## src/rtl/fetch_unit_pkg.sv

```systemverilog
// Shared definitions for the fetch stage: state encodings, operand-length
// codes and the default reset-vector address.
package fetch_unit_pkg;

   // Fetch sequencer states: three reset-vector steps, then the per-instruction loop
   typedef enum logic [2:0] {
      ST_V0  = 3'd0,
      ST_V1  = 3'd1,
      ST_V2  = 3'd2,
      ST_OP  = 3'd3,
      ST_B0  = 3'd4,
      ST_B1  = 3'd5,
      ST_B2  = 3'd6,
      ST_RDY = 3'd7
   } fetch_state_t;

   // Number of operand bytes following an opcode
   localparam logic [1:0] LEN_0 = 2'd0;
   localparam logic [1:0] LEN_1 = 2'd1;
   localparam logic [1:0] LEN_2 = 2'd2;

   // Address of the reset-vector low byte; the high byte follows it
   localparam logic [15:0] RESET_VECTOR_DEFAULT = 16'hFFFC;

endpackage

```

## src/rtl/fetch_unit_opcode_length.sv

```systemverilog
// Combinational operand-length decode for a 6502 opcode (aaa bbb cc).
// The cc=11 column holds no documented instruction and is flagged illegal.
module opcode_length
   import fetch_unit_pkg::*;
(
   input  logic [7:0] opcode,
   output logic [1:0] len,
   output logic       illegal
);

   logic [2:0] aaa;
   logic [2:0] bbb;
   logic [1:0] cc;

   assign aaa = opcode[7:5];
   assign bbb = opcode[4:2];
   assign cc  = opcode[1:0];

   // Map the addressing-mode field of each opcode group to its operand count
   always_comb begin
      len     = LEN_0;
      illegal = 1'b0;
      case (cc)
         2'b01: begin
            if (bbb == 3'b011 || bbb == 3'b110 || bbb == 3'b111) len = LEN_2;
            else                                                 len = LEN_1;
         end
         2'b10: begin
            if (bbb == 3'b011 || bbb == 3'b111)                       len = LEN_2;
            else if (bbb == 3'b000 || bbb == 3'b001 || bbb == 3'b101) len = LEN_1;
            else                                                      len = LEN_0;
         end
         2'b00: begin
            if (bbb == 3'b011 || bbb == 3'b111)                       len = LEN_2;
            else if (bbb == 3'b001 || bbb == 3'b100 || bbb == 3'b101) len = LEN_1;
            else if (bbb == 3'b000) begin
               // JSR carries an absolute target; LDY/CPY/CPX immediate carry one byte
               if (aaa == 3'b001)                                        len = LEN_2;
               else if (aaa == 3'b101 || aaa == 3'b110 || aaa == 3'b111) len = LEN_1;
               else                                                      len = LEN_0;
            end
            else len = LEN_0;
         end
         default: begin
            len     = LEN_0;
            illegal = 1'b1;
         end
      endcase
   end

endmodule

```

## src/rtl/fetch_unit.sv

```systemverilog
// Instruction fetch stage feeding the 6502 decoder. Loads the PC from the
// reset vector, then fetches opcode plus 0-2 operand bytes per instruction.
//
// Decoder handshake: instruction_ready is a level that is high only in the
// ready state, while instruction/addr/illegal are held stable. The decoder
// completes the transfer by raising instruction_done in a cycle where
// instruction_ready is high; done in any other cycle has no effect. pc_load
// is only honoured together with that completing done. The cycle after the
// transfer always drives instruction_ready low, so every new instruction is
// presented with a fresh rising edge.
//
// Memory reads: an address is issued with mem_rd_en in one cycle and the
// byte is expected on mem_data_in during the following cycle.
module fetch_unit
   import fetch_unit_pkg::*;
#(
   parameter int                    REG_WIDTH    = 8,
   parameter int                    ADDR_WIDTH   = 16,
   parameter logic [ADDR_WIDTH-1:0] RESET_VECTOR = RESET_VECTOR_DEFAULT
)(
   input  logic                  clk,
   input  logic                  reset,
   output logic [ADDR_WIDTH-1:0] mem_addr,
   output logic                  mem_rd_en,
   input  logic [REG_WIDTH-1:0]  mem_data_in,
   output logic [REG_WIDTH-1:0]  instruction,
   output logic [ADDR_WIDTH-1:0] addr,
   output logic                  instruction_ready,
   input  logic                  instruction_done,
   input  logic                  pc_load,
   input  logic [ADDR_WIDTH-1:0] pc_in,
   output logic [ADDR_WIDTH-1:0] pc_out,
   output logic                  illegal
);

   localparam logic [ADDR_WIDTH-1:0] ONE = ADDR_WIDTH'(1);

   fetch_state_t          state;
   fetch_state_t          state_next;
   logic [ADDR_WIDTH-1:0] pc;
   logic [REG_WIDTH-1:0]  vec_lo;
   logic [1:0]            len_q;
   logic [1:0]            dec_len;
   logic                  dec_illegal;

   // Length decode looks at the byte arriving in B0, which is the opcode
   opcode_length u_opcode_length (
      .opcode  (mem_data_in),
      .len     (dec_len),
      .illegal (dec_illegal)
   );

   assign pc_out = pc;

   // State register
   always_ff @(posedge clk) begin
      if (reset) state <= ST_V0;
      else       state <= state_next;
   end

   // Next-state logic and per-state memory request / ready strobe
   always_comb begin
      state_next        = state;
      mem_addr          = '0;
      mem_rd_en         = 1'b0;
      instruction_ready = 1'b0;
      case (state)
         ST_V0: begin
            mem_addr   = RESET_VECTOR;
            mem_rd_en  = 1'b1;
            state_next = ST_V1;
         end
         ST_V1: begin
            mem_addr   = RESET_VECTOR + ONE;
            mem_rd_en  = 1'b1;
            state_next = ST_V2;
         end
         ST_V2: state_next = ST_OP;
         ST_OP: begin
            mem_addr   = pc;
            mem_rd_en  = 1'b1;
            state_next = ST_B0;
         end
         ST_B0: begin
            if (dec_len != LEN_0) begin
               mem_addr   = pc;
               mem_rd_en  = 1'b1;
               state_next = ST_B1;
            end
            else state_next = ST_RDY;
         end
         ST_B1: begin
            if (len_q == LEN_2) begin
               mem_addr   = pc;
               mem_rd_en  = 1'b1;
               state_next = ST_B2;
            end
            else state_next = ST_RDY;
         end
         ST_B2: state_next = ST_RDY;
         ST_RDY: begin
            instruction_ready = 1'b1;
            if (instruction_done) state_next = ST_OP;
         end
         default: state_next = ST_V0;
      endcase
   end

   // Datapath: capture returning bytes and advance the PC once per issued read
   always_ff @(posedge clk) begin
      if (reset) begin
         pc          <= '0;
         vec_lo      <= '0;
         len_q       <= LEN_0;
         instruction <= '0;
         addr        <= '0;
         illegal     <= 1'b0;
      end
      else begin
         case (state)
            ST_V1: vec_lo <= mem_data_in;
            ST_V2: pc     <= {mem_data_in, vec_lo};
            ST_OP: pc     <= pc + ONE;
            ST_B0: begin
               instruction <= mem_data_in;
               len_q       <= dec_len;
               illegal     <= dec_illegal;
               addr        <= '0;
               if (dec_len != LEN_0) pc <= pc + ONE;
            end
            ST_B1: begin
               addr <= {{(ADDR_WIDTH-REG_WIDTH){1'b0}}, mem_data_in};
               if (len_q == LEN_2) pc <= pc + ONE;
            end
            ST_B2: addr <= {mem_data_in, addr[REG_WIDTH-1:0]};
            ST_RDY: begin
               // A jump replaces the sequential PC only when the decoder retires the instruction
               if (instruction_done && pc_load) pc <= pc_in;
            end
            default: ;
         endcase
      end
   end

endmodule

```

## config.mk

```make
export PLATFORM = sky130hd
export DESIGN_NAME = fetch_unit
export DESIGN_NICKNAME = d
export VERILOG_FILES = /design/src/rtl/fetch_unit_pkg.sv /design/src/rtl/fetch_unit_opcode_length.sv /design/src/rtl/fetch_unit.sv
export SDC_FILE = /design/constraint.sdc
export NUM_CORES = 1
export LEC_CHECK = 0
export CORE_AREA = 10 10 98 100
export CTS_CLUSTER_DIAMETER = 80
export DETAILED_ROUTE_END_ITERATION = 16
export DIE_AREA = 0 0 108 110
export GPL_TIMING_DRIVEN = 0
export PLACE_DENSITY_LB_ADDON = 0.1
export REMOVE_ABC_BUFFERS = 1
export SETUP_SLACK_MARGIN = 0.2
export SYNTH_ARGS = -nofsm -noshare
export SYNTH_HDL_FRONTEND = slang
export SYNTH_SLANG_ARGS = --single-unit
```

## constraint.sdc

```tcl
create_clock -name clk -period 1.9 [get_ports clk]
set_clock_uncertainty 0.2 [all_clocks]
set_input_delay 0.19 -clock clk [delete_from_list [all_inputs] [get_ports clk]]
set_output_delay 0.19 -clock clk [all_outputs]
set_load 0.005 [all_outputs]
```

---- Word-level counts from Yosys, hierarchy flattened ----
Index checks and enable logic that the tools add are counted.
operators by class
  add/subtract/negate cells ............... 1
  $mul .................................... 0
  divide/modulo/power cells ............... 0
  order comparisons ....................... 0
  eq/ne operators ......................... 24
  shift operators ......................... 0
  muxes and demuxes ....................... 26
  bitwise operators ....................... 1
  reductions and logical operators ........ 21
operator list
  kind                                                                   number
  16-bit case mux with 5 select lines                                    2
  16-bit two-way mux                                                     5
  16-bit case mux with 3 select lines                                    1
  3-bit equality test, second input constant                             11
  3-bit case mux with 8 select lines                                     1
  16-bit by 1-bit adder with 16-bit output, second input constant        1
  2-bit two-way mux                                                      7
  3-bit by 1-bit equality test with 1-bit output, second input constant  3
  3-bit by 2-bit equality test with 1-bit output, second input constant  3
  1-bit logical OR                                                       9
  2-bit inequality test, second input constant                           4
  1-bit two-way mux                                                      7
  3-bit logical NOT                                                      2
  2-bit case mux with 3 select lines                                     1
  3-bit OR reduction                                                     2
  5-bit nonzero test                                                     1
  2-bit equality test, second input constant                             2
  4-bit AND reduction                                                    1
  2-bit nonzero test                                                     2
  3-bit two-way mux                                                      1
  1-bit case mux with 3 select lines                                     1
  3-bit nonzero test                                                     1
  2-bit by 1-bit equality test with 1-bit output, second input constant  1
  2-bit logical NOT                                                      1
  3 further kinds                                                        3
word-level totals
  flip-flop bits (word level) ............. 54
  latch bits .............................. 0
  bits in writable memories ............... 0
  ROM bits ................................ 0
  bits of input ports ..................... 28
  output and inout port bits .............. 59
  logic and storage cells ................. 81
  memories ................................ 0

---- Logic depth before layout (Yosys ltp) ----
  depth in word-level cells ............... 12
  gate-level depth with buffers ........... 8
  mapped depth without buffers ............ 6

---- Cells and area by module ----
A second synthesis with hierarchy kept.
second synthesis, totals
  cells, all modules ...................... 379
  area, all modules ....................... 3180.6 µm²
modules (own cells, without submodules)
  module         times used  cells each  area each (µm²)  seq. area each (µm²)
  fetch_unit     1           367         3090.5           1081.0
  opcode_length  1           12          90.1             0.0

---- Worst setup path after synthesis ----
OpenSTA, ideal clock, no wires.
  path type ............................... input -> output
  start point ............................. input port mem_data_in[1]
  end point ............................... output port mem_addr[10]
  arrival ................................. 1.612 ns
  data required time ...................... 1.510 ns
  setup slack ............................. -0.102 ns
  cell stages on the path ................. 8
  path buffers ............................ 3
  cell sequence ........................... buf_2 nor4_4 a22o_1 a31oi_1 and3_1 buf_6 buf_12 nor2_4
on the way
  word-level cells in the longest chain between the ends .. 5
  elaborated cells between the ends (all ways) .. 7
  classes of those cells .................. 2 x eq/ne; 3 x mux; 2 x reduce/logical
RTL lines
  item                                               RTL line                        text
  start, declared                                    fetch_unit.sv:25                input logic [REG_WIDTH-1:0] mem_data_in,
  2-bit equality test, or another cell as far along  fetch_unit_opcode_length.sv:23  case (cc)
  2-bit case mux with 3 select lines *               fetch_unit_opcode_length.sv:23
  2-bit nonzero test *                               fetch_unit.sv:85                if (dec_len != LEN_0) begin
  16-bit two-way mux *                               fetch_unit.sv:85
  16-bit case mux with 5 select lines *              fetch_unit.sv:67                case (state)
  end, declared                                      fetch_unit.sv:23                output logic [ADDR_WIDTH-1:0] mem_addr,
Every way passes the cells marked *; elsewhere a longest branch is shown, timed or not.

---- Worst setup path in the final report ----
  start point ............................. register state[0]
  end point ............................... output port mem_addr[4]
on the way
  word-level cells in the longest chain between the ends .. 2
  elaborated cells between the ends (all ways) .. 6
  classes of those cells .................. 4 x eq/ne; 1 x mux; 1 x reduce/logical
RTL lines
  item                                               RTL line          text
  start, declared                                    fetch_unit.sv:38  fetch_state_t state;
  start signal, assigned                             fetch_unit.sv:58  else state <= state_next;
  3-bit equality test, or another cell as far along  fetch_unit.sv:67
  16-bit case mux with 5 select lines *              fetch_unit.sv:67
Marked as above.

==> metrics.csv <==
metric;value;unit
Longest Clk Path Bufs;2;
WL final;12400;microns
Area Overhead vs Synth;44.6;%
num ports;87;
initial antenna violation count;0;
CP startpoint kind;flop;
critical path endpoint category;output port;
DIE AREA;11900;sq um
vias in the first global route;3606;
CTS clk-pin slew, worst paths;0.10;ns
pwr/cell area;662;nW/um^2
worst path required time;1.51;ns
Crit Path Category;flop to output port;
Synth Area in Simple Gates;27.0;%
post-synthesis sequential area ratio;32.4;%
pin count of the biggest net entering global routing;51;
post-synthesis mux area share;0.901;%
post-synth cell types;57;
dpl cells;581;
Final Cycle Share;115;%
Post-DRT Antenna Nets;0;
NumNets Final;552;
share of post-route cells with drive strength above 1;27.9;%
Final Total Pwr;3190;uW
Post-Syn Area;3330;sq um
Worst Slack Setup Final;-0.282;ns
Starting Density;43.6;%
Antenna diodes;0;
Port Buffers;86;
cell leakage power;0.00174;uW
Hold Fails Final Rpt;0;
Die Wd;108;microns
peak supply drop;0.398;mV
most area-consuming cells after synthesis;dfxtp_1 (32%), nand2_1 (7.1%), a21oi_1 (6.6%);
CP Max Fanout;5;
CTS Buf Count;5;
Synth Instances;436;
status;complete, but fails checks;
WP data arrival;1.79;ns
Vias per Instance;5.99;
YS warnings;0;
Iter 0 DRT Violations;324;
max-slew violations;0;
Yosys reg bits;54;
GPL Wtd Cong;0.814;
Clock Latency Late Sink;0.32;ns
area leader, netlist;dfxtp_1;
hold crit path type;primary input to flop;
Overflow after GRT;0;
mean post-synth cell area;7.64;sq um
Final min period;2.18;ns
max cap viols;0;
H-tree Lvls;2;
WL/cell;19.8;microns
CTS root buf;clkbuf_8;
detailed placement HPWL;7280;microns
CTS tree;yes;
detailed-route via count;3749;
f_max;458;MHz
main combinational cell family by area after synthesis;compound AO/OA/AOI/OAI gates;
Setup Viol. Count Final;34;
Post-Synth Adder-Cell Area;0.376;%
Worst-Margin Slew;0.455;ns
unrepaired setup endpoints after global routing;yes;
Rel. slew slack;69.6;%
clock sink count;54;
Die H;110;microns
Post-synth EDFFs;0;
predominant post-synthesis flop cell;dfxtp_1;
ys async rst share;0;%
first-pass GRT wire length;19000;microns
share of the synthesized area in the top cell type;32.4;%
core area;7650;sq um
xor and xnor area share after synthesis;0.263;%
TritonRoute pass-1 iters;6;
Compound-Gate Fraction of Synth Area;31.4;%
final routed DRC violation total;0;
Final Non-Filler Cells;626;
Rows;32;
Total GRT Usage;19.4;%
failing checks;negative setup slack;
## cell usage after synthesis, types with 3 or more instances
master / instances
a211oi_1: 5
a21oi_1: 44
a22o_1: 18
a22oi_1: 10
a31oi_1: 8
and2_1: 4
and3_1: 5
buf_2: 9
buf_6: 4
clkbuf_1: 27
dfxtp_1: 54
inv_1: 6
mux2i_1: 3
nand2_1: 63
nand3_1: 19
nand4_1: 5
nor2_1: 39
nor2_4: 10
nor2b_1: 5
nor3_1: 7
nor4_1: 3
o21ai_0: 22
o311ai_1: 10
o31ai_1: 10
## metal layers
metal	vias to the layer above	share of wire (%)	track usage [%]
li1	1769	-	-
met4	0	1.2	6.01
met2	166	49	32.6
met3	20	8.6	5.69
met5	-	0	0
met1	1794	41	23.4
## cells by family after synthesis
kind of cell	Yosys count
and+or+nand+nor	174
buffers and inverters	51
DFF	54
muxes	3
xor gates and xnor gates	1
adders and majority gates	1
AOI/OAI and AO/OA	152
## what timing repair did
| item | in CTS | in global routing |
|---|---|---|
| pin swaps | 21 | 1 |
| hold buffers | 1 | 0 |
| gates cloned | 1 | 1 |
| setup endpoints to repair | 79 | 60 |
| endpoints found under the hold margin | 3 | 0 |
| setup buffers | 27 | 7 |
| resized for setup | 161 | 35 |
## power by group
| group | leakage (uW) | internal (uW) | switching, uW |
|---|---|---|---|
| clock | 0.0000585 | 396 | 408 |
| sequential | 0.000448 | 1190 | 83.9 |
| combinational | 0.00123 | 516 | 595 |
## final cells by class
cell class / count / area (sq um)
inverter: 6 / 30.0
sequential: 54 / 1120
clock inverter: 3 / 43.8
timing repair buffer: 124 / 1180
fill: 660 / 2830
multi-input combinational: 332 / 2240
clock buffer: 5 / 68.8
tap: 102 / 128
## cell usage in the layout (no fill, tap or decap), types with 3 or more instances in the layout
cell             netlist  final
nor2_4                10     16
nor3_1                 7      5
a31oi_1                8      6
nand3_2                1      3
a22o_1                18     17
nand3_1               19     17
buf_2                  9     21
mux2i_1                3      3
clkdlybuf4s15_2        0      3
a22oi_1               10     10
o31ai_1               10     10
dfxtp_2                0      9
a21oi_1               44     44
dfxtp_1               54     37
nand2_1               63     60
dfxtp_4                0      8
buf_12                 1      6
and3_1                 5      4
nand4_1                5      5
inv_1                  6      4
nor2b_1                5      4
nor4_4                 1      3
clkbuf_8               0      5
clkdlybuf4s50_1        0     58
a211oi_1               5      5
buf_6                  4      8
buf_4                  1     23
o311ai_1              10     10
o21ai_0               22     22
nor2_1                39     31
## per-stage QoR
step | TNS (ns) | instance area [sq um] | util [%] | setup slack, ns | hold WS (ns)
2_1_floorplan | -37.87 | 3100 | - | -1.36 | 0.0591
3_3_place_gp | -110.49 | 4090 | 53.5 | -2.77 | 0.238
3_5_place_dp | -95.26 | 4120 | 53.9 | -2.38 | 0.236
4_1_cts | -5.66 | 4630 | 60.5 | -0.268 | 0.00632
5_1_grt | -8.66 | 4820 | 63.0 | -0.338 | 0.0238
6_report | -6.66 | 4820 | 63.0 | -0.282 | 0.0107
## registers in the layout, indices dropped and copies added (netlist names)
register,flops
vec_lo,8
illegal,1
instruction,8
addr,16
len_q,2
state,3
pc_out,16
## critical path: stages (launching register included)
cell,delay (ns)
dfxtp_4,0.38
clkinvlp_4,0.13
nor4_4,0.31
a31oi_4,0.07
and3_4,0.22
buf_12,0.15
nor2_4,0.09
buf_2,0.12
## worst paths after layout
| check | startpoint | endpoint | slack, ns | depth (start not counted) |
|---|---|---|---|---|
| worst max-delay path | state[0]$_SDFFE_PP0P_ | mem_addr[4] | -0.28 | 7 |
| worst min register to register | addr[5]$_SDFFE_PP0P_ | addr[5]$_SDFFE_PP0P_ | 0.26 | 2 |
| worst max register to register | state[2]$_SDFFE_PP0P_ | pc_out[0]$_SDFFE_PP0P_ | -0.19 | 6 |
| worst min-delay path | mem_data_in[5] | instruction[5]$_SDFFE_PP0P_ | 0.01 | 3 |
No activity file was read; power rests on OpenSTA's default activity.
